$ cat src/rtl/game_pkg.sv
// rtl/game_pkg.sv - shared types and helpers for the reaction-game round sequencer
// Contents: round state enum, difficulty level constants, saturating add helper.
package game_pkg;

  typedef enum logic [2:0] {
    ST_IDLE,
    ST_ARM,
    ST_RUN,
    ST_SCORE,
    ST_GAP,
    ST_OVER
  } round_state_t;

  localparam logic [3:0] DIFF_EASY = 4'd0;
  localparam logic [3:0] DIFF_MED  = 4'd1;
  localparam logic [3:0] DIFF_HARD = 4'd2;

  // Adds a + b and clamps the result at max_val.
  function automatic logic [31:0] sat_add(input logic [31:0] a,
                                          input logic [31:0] b,
                                          input logic [31:0] max_val);
    logic [32:0] sum;
    sum = {1'b0, a} + {1'b0, b};
    if (sum > {1'b0, max_val}) return max_val;
    return sum[31:0];
  endfunction

endpackage

$ cat src/rtl/round_controller_if.sv
// rtl/round_controller_if.sv - control/status bus between round sequencer and ms timer
// Signals: timer_reset, timer_enable, timer_end_value (sequencer -> timer);
//          timer_end_reached, timer_value (timer -> sequencer).
// Modports: master = sequencer side, slave = timer side.
interface round_controller_if #(
  parameter int TW = 13
);
  logic          timer_reset;
  logic          timer_enable;
  logic [TW-1:0] timer_end_value;
  logic          timer_end_reached;
  logic [TW-1:0] timer_value;

  modport master (
    output timer_reset,
    output timer_enable,
    output timer_end_value,
    input  timer_end_reached,
    input  timer_value
  );

  modport slave (
    input  timer_reset,
    input  timer_enable,
    input  timer_end_value,
    output timer_end_reached,
    output timer_value
  );
endinterface

$ cat src/rtl/gap_delay.sv
// rtl/gap_delay.sv - load/count/done down-counter spanning CLKS clock cycles
// Ports: clk, reset (sync, active-high), load (start a new delay),
//        done (high in the last of the CLKS cycles after load).
module gap_delay #(
  parameter int CLKS = 4
) (
  input  logic clk,
  input  logic reset,
  input  logic load,
  output logic done
);
  localparam int W = (CLKS > 1) ? $clog2(CLKS) : 1;

  logic [W-1:0] cnt;
  logic         busy;

  always_ff @(posedge clk) begin
    if (reset) begin
      cnt  <= '0;
      busy <= 1'b0;
    end else if (load) begin
      cnt  <= W'(CLKS - 1);
      busy <= 1'b1;
    end else if (busy) begin
      if (cnt == '0) busy <= 1'b0;
      else           cnt  <= cnt - 1'b1;
    end
  end

  // Combinational so the consumer can leave its wait state on the same edge.
  assign done = busy && (cnt == '0);
endmodule

$ cat src/rtl/round_controller.sv
// rtl/round_controller.sv - game-round sequencer driving the millisecond timer
// Ports: clk, reset (sync, active-high), start, hit, hit_correct,
//        tmr (timer bus, master side), difficulty, new_target, score, lives,
//        round_idx, best_ms, game_over. All outputs are registered except the
//        constant timer_end_value.
module round_controller
  import game_pkg::*;
#(
  parameter int  MAX_MS       = 5000,
  parameter int  ROUND_MS     = 2000,
  parameter int  NUM_ROUNDS   = 10,
  parameter int  LIVES        = 3,
  parameter int  LEVEL_ROUNDS = 3,
  parameter int  GAP_CLKS     = 25000000,
  parameter int  SCORE_W      = 8,
  localparam int TW           = $clog2(MAX_MS)
) (
  input  logic               clk,
  input  logic               reset,
  input  logic               start,
  input  logic               hit,
  input  logic               hit_correct,
  round_controller_if.master tmr,
  output logic [3:0]         difficulty,
  output logic               new_target,
  output logic [SCORE_W-1:0] score,
  output logic [1:0]         lives,
  output logic [3:0]         round_idx,
  output logic [TW-1:0]      best_ms,
  output logic               game_over
);
  round_state_t state;
  logic [3:0]   hit_cnt;
  logic         gap_load;
  logic         gap_done;
  logic         to_over;

  assign tmr.timer_end_value = TW'(ROUND_MS);

  // Evaluated in SCORE, where lives already reflects this round's outcome
  // and round_idx still holds the pre-increment count.
  assign to_over  = (lives == 2'd0) || (round_idx + 4'd1 == 4'(NUM_ROUNDS));
  assign gap_load = (state == ST_SCORE) && !to_over;

  gap_delay #(.CLKS(GAP_CLKS)) u_gap (
    .clk  (clk),
    .reset(reset),
    .load (gap_load),
    .done (gap_done)
  );

  always_ff @(posedge clk) begin
    if (reset) begin
      state            <= ST_IDLE;
      score            <= '0;
      lives            <= 2'(LIVES);
      round_idx        <= '0;
      difficulty       <= DIFF_EASY;
      best_ms          <= '1;
      hit_cnt          <= '0;
      new_target       <= 1'b0;
      tmr.timer_enable <= 1'b0;
      tmr.timer_reset  <= 1'b1;
      game_over        <= 1'b0;
    end else begin
      new_target <= 1'b0;
      case (state)
        ST_IDLE, ST_OVER: begin
          if (start) begin
            score      <= '0;
            round_idx  <= '0;
            difficulty <= DIFF_EASY;
            best_ms    <= '1;
            hit_cnt    <= '0;
            lives      <= 2'(LIVES);
            game_over  <= 1'b0;
            // Registered, so the pulse lands in the single ARM cycle.
            new_target <= 1'b1;
            state      <= ST_ARM;
          end
        end
        ST_ARM: begin
          tmr.timer_reset  <= 1'b0;
          tmr.timer_enable <= 1'b1;
          state            <= ST_RUN;
        end
        ST_RUN: begin
          // A hit outranks a simultaneous timeout.
          if (hit && hit_correct) begin
            score <= SCORE_W'(sat_add(32'(score), 32'(difficulty) + 32'd1,
                                      32'({SCORE_W{1'b1}})));
            if (tmr.timer_value < best_ms) best_ms <= tmr.timer_value;
            if (hit_cnt + 4'd1 == 4'(LEVEL_ROUNDS)) begin
              hit_cnt <= '0;
              if (difficulty < DIFF_HARD) difficulty <= difficulty + 4'd1;
            end else begin
              hit_cnt <= hit_cnt + 4'd1;
            end
          end else if (hit || tmr.timer_end_reached) begin
            if (lives != 2'd0) lives <= lives - 2'd1;
          end
          if (hit || tmr.timer_end_reached) begin
            tmr.timer_reset  <= 1'b1;
            tmr.timer_enable <= 1'b0;
            state            <= ST_SCORE;
          end
        end
        ST_SCORE: begin
          round_idx <= round_idx + 4'd1;
          if (to_over) begin
            game_over <= 1'b1;
            state     <= ST_OVER;
          end else begin
            state <= ST_GAP;
          end
        end
        ST_GAP: begin
          if (gap_done) begin
            new_target <= 1'b1;
            state      <= ST_ARM;
          end
        end
        default: state <= ST_IDLE;
      endcase
    end
  end
endmodule
$ cat src/flat_wrapper.sv
// flat-port wrapper written by rule: the top's interface ports become plain ports
module round_controller_flat import game_pkg::*;
#(
  parameter int  MAX_MS       = 5000,
  parameter int  ROUND_MS     = 2000,
  parameter int  NUM_ROUNDS   = 10,
  parameter int  LIVES        = 3,
  parameter int  LEVEL_ROUNDS = 3,
  parameter int  GAP_CLKS     = 25000000,
  parameter int  SCORE_W      = 8,
  localparam int TW           = $clog2(MAX_MS)
)
  (clk, reset, start, hit, hit_correct, difficulty, new_target, score, lives, round_idx, best_ms, game_over, tmr_timer_reset, tmr_timer_enable, tmr_timer_end_value, tmr_timer_end_reached, tmr_timer_value);
  round_controller_if tmr_i ();
  input  logic clk;
  input  logic reset;
  input  logic start;
  input  logic hit;
  input  logic hit_correct;
  output logic [3:0] difficulty;
  output logic new_target;
  output logic [SCORE_W-1:0] score;
  output logic [1:0] lives;
  output logic [3:0] round_idx;
  output logic [TW-1:0] best_ms;
  output logic game_over;
  output wire logic [$bits(tmr_i.timer_reset)-1:0] tmr_timer_reset;
  output wire logic [$bits(tmr_i.timer_enable)-1:0] tmr_timer_enable;
  output wire logic [$bits(tmr_i.timer_end_value)-1:0] tmr_timer_end_value;
  input wire logic [$bits(tmr_i.timer_end_reached)-1:0] tmr_timer_end_reached;
  input wire logic [$bits(tmr_i.timer_value)-1:0] tmr_timer_value;
  assign tmr_timer_reset = tmr_i.timer_reset;
  assign tmr_timer_enable = tmr_i.timer_enable;
  assign tmr_timer_end_value = tmr_i.timer_end_value;
  assign tmr_i.timer_end_reached = tmr_timer_end_reached;
  assign tmr_i.timer_value = tmr_timer_value;
  round_controller #(.MAX_MS(MAX_MS), .ROUND_MS(ROUND_MS), .NUM_ROUNDS(NUM_ROUNDS), .LIVES(LIVES), .LEVEL_ROUNDS(LEVEL_ROUNDS), .GAP_CLKS(GAP_CLKS), .SCORE_W(SCORE_W)) u_core (.clk(clk), .reset(reset), .start(start), .hit(hit), .hit_correct(hit_correct), .tmr(tmr_i), .difficulty(difficulty), .new_target(new_target), .score(score), .lives(lives), .round_idx(round_idx), .best_ms(best_ms), .game_over(game_over));
endmodule
$ cat config.mk
export PLATFORM = sky130hd
export DESIGN_NAME = round_controller_flat
export DESIGN_NICKNAME = d
export VERILOG_FILES = /design/src/rtl/game_pkg.sv /design/src/rtl/round_controller_if.sv /design/src/rtl/gap_delay.sv /design/src/rtl/round_controller.sv /design/src/flat_wrapper.sv
export SDC_FILE = /design/constraint.sdc
export NUM_CORES = 1
export LEC_CHECK = 0
export ABC_AREA = 1
export CAP_MARGIN = 5
export CORE_ASPECT_RATIO = 1.2
export CORE_MARGIN = 2
export CORE_UTILIZATION = 40
export DETAILED_ROUTE_END_ITERATION = 8
export GPL_ROUTABILITY_DRIVEN = 1
export GPL_TIMING_DRIVEN = 0
export PLACE_DENSITY = 0.6
export SYNTH_ARGS = -nofsm -noshare
export SYNTH_HDL_FRONTEND = slang
export SYNTH_SLANG_ARGS = --single-unit
export TNS_END_PERCENT = 20
$ cat constraint.sdc
create_clock -name clk -period 2.1 [get_ports clk]
set_input_delay 0.21 -clock clk [delete_from_list [all_inputs] [get_ports clk]]
set_output_delay 0.21 -clock clk [all_outputs]
set_load 0.02 [all_outputs]
==> results of run 1 <==
-- cell type report --
cell class,instances,area share
multi-input combinational,483,0.4611
clock buffer,10,0.04323
clock inverter,6,0.02014
sequential,68,0.2463
inverter,90,0.06157
buffer,34,0.04187
tap,132,0.02988
timing repair buffer,53,0.09597
-- power breakdown --
| part | total [mW] | switching [mW] | internal [mW] |
|---|---|---|---|
| Combinational | 3.55 | 2.20 | 1.35 |
| Sequential | 1.72 | 0.205 | 1.52 |
| Clock | 1.79 | 0.596 | 1.19 |
-- metrics by stage --
step	std cells	total power [mW]	area [um2]
floorplan	675	4.361	4474
global placement	860	5.221	5170
detailed placement	860	5.271	5170
CTS	876	7.090	5520
global route	876	7.635	5528
finish	876	7.058	5528
-- path summary, 6_finish.rpt --
path,from,end,cells past startpoint
max reg2reg,u_core.best_ms[8]$_SDFFE_PP1P_,u_core.best_ms[4]$_SDFFE_PP1P_,12
min reg2reg,u_core.tmr.timer_enable$_SDFFE_PP0P_,u_core.tmr.timer_enable$_SDFFE_PP0P_,2
max,u_core.best_ms[8]$_SDFFE_PP1P_,u_core.best_ms[4]$_SDFFE_PP1P_,12
min,u_core.tmr.timer_enable$_SDFFE_PP0P_,u_core.tmr.timer_enable$_SDFFE_PP0P_,2
-- cell families (layout without fill, tap and decap cells) --
group | Yosys count | in the layout | share of synthesized area
flops | 68 | 68 | 0.3071
other cells | 2 | 13 | 0.001694
simple gates | 371 | 371 | 0.3881
compound gates | 59 | 59 | 0.07141
xor+xnor | 14 | 14 | 0.02766
buf+inv | 124 | 193 | 0.1290
fa+ha+maj | 26 | 26 | 0.07508
-- registers in the layout (all words and copies together) (netlist names), 2 cells and up --
signal / cells
u_core.lives: 2
u_core.best_ms: 13
u_core.u_gap.cnt: 25
u_core.score: 8
u_core.state: 3
u_core.difficulty: 4
u_core.hit_cnt: 4
u_core.round_idx: 4
-- layer usage --
| metal | GRT usage | share of wire | vias up |
|---|---|---|---|
| met5 | 0 | 0 | - |
| met4 | 0.08904 | 0.026 | 0 |
| met3 | 0.03697 | 0.047 | 20 |
| met2 | 0.3530 | 0.50 | 112 |
| met1 | 0.2438 | 0.43 | 1995 |
| li1 | - | - | 2262 |
-- worst reg2reg max path, delay by kind of cell (launching register included) --
family	cells	cell delay (ps)
adders and majority gates	1	300
and+or+nand+nor	7	570
buffers and inverters	2	260
DFF	1	360
AOI/OAI and AO/OA	2	270
-- cell usage in the layout (no fill, tap or decap), types with 3 or more instances in the layout --
cell,synthesis,routed
nand2_1,164,164
nand3_1,86,85
inv_1,84,84
dfxtp_1,68,68
clkdlybuf4s50_1,0,53
nor2_1,52,51
a21oi_1,39,39
nand4_1,30,30
ha_1,25,25
or2_2,15,15
buf_4,14,14
conb_1,2,13
buf_2,10,10
o21ai_0,10,10
clkbuf_16,0,9
xnor2_1,8,8
nand2_2,7,7
nor2_2,5,6
xor2_1,6,6
inv_2,5,5
clkbuf_1,5,5
nor3_1,4,4
buf_6,3,3
nand3_2,2,3
a21oi_2,3,3
bufinv_16,0,3
==> run metrics, run 1 <==
Initial Utilization=0.4056; Fin Setup TNS=0 ps; CTS resizes=0; clk sink count=68; Syn Inst Count=664; final setup violation count=0; DR vias=4389; final hold violations=0; Synth Cell Area=0.004433 mm2; Final Util=0.5057; fillers=1116; CTS tree=yes; run status=finished clean; Syn Area/Cell=6.676 um2; number of global-route vias before repair=4229; layout cells sized above 1=0.1210; Yosys Warn Count=0; first-pass GRT wire length=19.48 mm; Max Cap Violations=0; residual DRC count=0; PD cells=1277 mW/mm2; crit end category=register; initial antenna violation count=0; CP top delay family=simple AND/OR/NAND/NOR gates; delay of the slowest cell on the worst path=360 ps; Yosys reg bits=68; drt total wl=11.41 mm; Main synth FF type=dfxtp_1; synth top area cells=dfxtp_1 (31%), nand2_1 (14%), nand3_1 (9.7%), inv_1 (7.1%), ha_1 (7.1%); Worst-Margin Slew=604.0 ps; Vias per Instance=5.010; Async S/R FF share, synth=0; IO buf count=53; hold slack=471.1 ps; Slew HR=0.5973; LEAKAGE=2.794 nW; total global routing overflow=0; Synth cell types=36; critical path required time=2300 ps; Final Max Slew Viols=0; CP cell instances=inv_1 -> ha_1 -> nand2_1 -> nand2_1 -> o21bai_1 -> a21oi_1 -> nand2_1 -> nand2_1 -> nand2_2 -> buf_2 -> nand2_1 -> nand3_1; routed len/inst=13.02 um; I/O Pins=67; critical path class=reg -> reg; CTS root buf=clkbuf_16; die height=119.3 um; core area=0.01093 mm2; synth cell count leaders=nand2_1 (164), nand3_1 (86), inv_1 (84), dfxtp_1 (68), nor2_1 (52); Die Wd=100.1 um; dpl ws=-97.03 ps; GRT Total Usage=0.2037; Nets=784; first-pass detailed-route iteration total=6; DR iter-0 viols=221; Crit path buffers/inverters=2; Yosys top cell by area=dfxtp_1; critical path peak fanout=10; Sequential cell area=0.001361 mm2; CTS buffer count=9; largest net degree at the start of global routing=13; clk slew on worst S/H paths=60 ps; gpl congestion=0.8728; Multi-input gate area=0.002549 mm2; Core Rows=42; CTS H-tree depth=3; flop2flop setup slack=190 ps; Max VDD drop=0.5527 mV; final setup margin=189.5 ps; Final period util=0.9097; n_diodes=0; CP most frequent cell=nand2_1; clk buf depth=2; hold_buf cts=0; Data arrival, critical path=2110 ps; Seq/Total Area, Yosys=0.3071; Die ar.=0.01194 mm2; Final Skew=8.718 ps; Hold Path Class=reg -> reg; slowest library cell on the worst path=dfxtp_1; fmax=523.4 MHz; clk_lat worst skew=340 ps; most common cell in the netlist=nand2_1; EDFF count, synth=0; area growth from synthesis to layout=24.70%; Synth top area share=0.3071; DRT antenna net count=0; postcts setup bufs=0; dpl hpwl=8.578 mm; Startpoint Class=register; Final Critical Period=1910 ps
Power figures use the tool's default switching activity.
==> run 2, diff against run 1 <==
- CTS_CLUSTER_DIAMETER: unset -> 200
- DONT_BUFFER_PORTS: unset -> 1
- HOLD_SLACK_MARGIN: unset -> 0.06
- PLACE_DENSITY: 0.6 -> 0.52
==> run 2 against run 1 <==
Clock power down 20%. Clock skew about the same. Combinational power down 12%. Highest routed layer unchanged.
==> run metrics, run 2 (same netlist as run 1, synthesis figures left out) <==
placed instance area=0.004639 mm2; Core Rows=42; clk buf depth=2; DR vias=4256; number of global-route vias before repair=4123; biggest regs=u_core.u_gap.cnt: 25 flops, u_core.best_ms: 13 flops, u_core.score: 8 flops; critical path required time=2290 ps; first-pass detailed-route iteration total=5; clk sink count=68; Hold Startpoint=tmr_timer_value[7]; Power Internal=3.498 mW; CTS H-tree depth=3; WHS Path Cells=3; gpl congestion=0.8924; Final Skew=8.994 ps; Worst-Margin Slew=595.9 ps; run status=finished clean; IO buf count=0; CTS root buf=clkbuf_16; largest net degree at the start of global routing=12; total power=6.469 mW; CP cell instances=inv_1 -> ha_1 -> nand2_1 -> nand2_1 -> o21bai_1 -> a21oi_1 -> nand2_1 -> nand2_2 -> nand2_2 -> buf_2 -> nand2_1 -> nand3_1; CTS buffer count=9; initial antenna violation count=0; routed len/inst=14.07 um; n_diodes=0; Nets=732; final hold violations=0; final setup violation count=0; Vias per Instance=5.165; critical path class=reg -> reg; clk_lat worst skew=330 ps; critical path peak fanout=10; Final Max Slew Viols=0; clk slew on worst S/H paths=60 ps; total global routing overflow=0; R2R depth=12; fin area=0.004960 mm2; Fin Setup TNS=0 ps; sequential share of power=0.298; CTS tree=yes; max reg flops=25; Initial Utilization=0.4056; Final period util=0.9059; residual DRC count=0; die height=119.3 um; Startpoint Class=register; proportion of power drawn by the clock network=0.221; DRT antenna net count=0; dpl hpwl=8.812 mm; DR iter-0 viols=131; most frequent cells in the layout=nand2_1 (163), nand3_1 (85), inv_1 (84); Final Util=0.4538; Worst R2R End=u_core.best_ms[10]$_SDFFE_PP1P_; Hold Path Class=in -> reg; Hold Path End=u_core.best_ms[7]$_SDFFE_PP1P_; first-pass GRT wire length=19.74 mm; core area=0.01093 mm2; Data arrival, critical path=2090 ps; Final Critical Period=1902 ps; Max Cap Violations=0; Slew HR=0.6027; Sw Ratio=0.4593; most common cell after layout, fill and taps aside=nand2_1; LEAKAGE=2.569 nW; Max VDD drop=0.6006 mV; drt total wl=11.59 mm; area growth from synthesis to layout=11.88%; Die Wd=100.1 um; PD cells=1304 mW/mm2; Die ar.=0.01194 mm2; combinational share of power=0.480; I/O Pins=67; delay of the slowest cell on the worst path=400 ps; fmax=525.6 MHz; postcts setup bufs=0; largest reg by FF count=u_core.u_gap.cnt; flop2flop setup slack=200 ps; crit end category=register; Psw=2.971 mW; FF-to-FF Start=u_core.best_ms[8]$_SDFFE_PP1P_; layout cells sized above 1=0.1460; slowest library cell on the worst path=dfxtp_2; CP most frequent cell=nand2_1; GRT Total Usage=0.2080
-- run 2: cell count changes in the layout (fill, tap and decap cells not counted), sizes merged --
cell	previous run	this run
bufinv	3	0
clkbuf	15	17
clkdlybuf4s50	53	0
clkinv	2	4
clkinvlp	1	0
dlygate4sd3	0	1
-- run 2: timing repair --
item,4_1_cts,5_1_grt
gates resized for setup,2,13
hold buffers,1,0
endpoints found under the setup margin,6,18
endpoints found under the hold margin,2,0
-- run 2: cell type report --
cell class,count,area [um2]
fill,1164,5971
multi-input combinational,483,2559
sequential,68,1374
inverter,90,340.3
clock buffer,12,256.5
buffer,34,231.5
tap,132,165.2
clock inverter,4,23.77
timing repair buffer,1,10.01
-- run 2: per-stage QoR --
| stage | instances | setup slack, ps | hold WS, ps |
|---|---|---|---|
| 5_1_grt | 824 | -4.874 | 130.5 |
| 3_3_place_gp | 807 | -88.79 | 282.0 |
| 2_1_floorplan | 675 | 221.0 | 279.1 |
| 6_report | 824 | 197.6 | 121.6 |
| 3_5_place_dp | 807 | -121.7 | 283.4 |
| 4_1_cts | 824 | 25.28 | 111.7 |
-- run 2: worst max-delay path by stage --
| stage | cells after the start | startpoint | endpoint | slack (ps) |
|---|---|---|---|---|
| 5_1_grt | 12 | u_core.best_ms[8]$_SDFFE_PP1P_ | u_core.best_ms[3]$_SDFFE_PP1P_ | -5 |
| 4_1_cts | 12 | u_core.score[0]$_SDFFE_PP0P_ | u_core.score[2]$_SDFFE_PP0P_ | 30 |
| 3_3_place_gp | 12 | u_core.difficulty[0]$_SDFFE_PP0P_ | u_core.score[5]$_SDFFE_PP0P_ | -90 |
| 6_report | 12 | u_core.best_ms[8]$_SDFFE_PP1P_ | u_core.best_ms[10]$_SDFFE_PP1P_ | 200 |
| 3_5_place_dp | 12 | u_core.difficulty[0]$_SDFFE_PP0P_ | u_core.score[2]$_SDFFE_PP0P_ | -120 |
| 2_1_floorplan | 12 | u_core.difficulty[0]$_SDFFE_PP0P_ | u_core.score[5]$_SDFFE_PP0P_ | 220 |
-- run 2: critical path: cells and delay by family (launching register included) --
family                     cells  cell delay [ps]
and+or+nand+nor                7              530
adders and majority gates      1              310
AOI/OAI and AO/OA              2              260
buffers and inverters          2              260
DFF                            1              400
-- run 2: metal layers --
metal	wire length, um	track usage
met5	0	0
met1	4771	0.2396
met2	5999	0.3640
met4	286	0.1010
met3	533	0.04049
-- run 2: power by group through the flow --
| stage | logic (mW) | registers (mW) | clock network [mW] |
|---|---|---|---|
| detailed placement | 3.10 | 1.95 | 0 |
| global placement | 3.04 | 1.94 | 0 |
| floorplan | 2.49 | 1.87 | 0 |
| CTS | 3.11 | 1.92 | 1.47 |
| global route | 3.57 | 1.97 | 1.52 |
| finish | 3.11 | 1.93 | 1.43 |
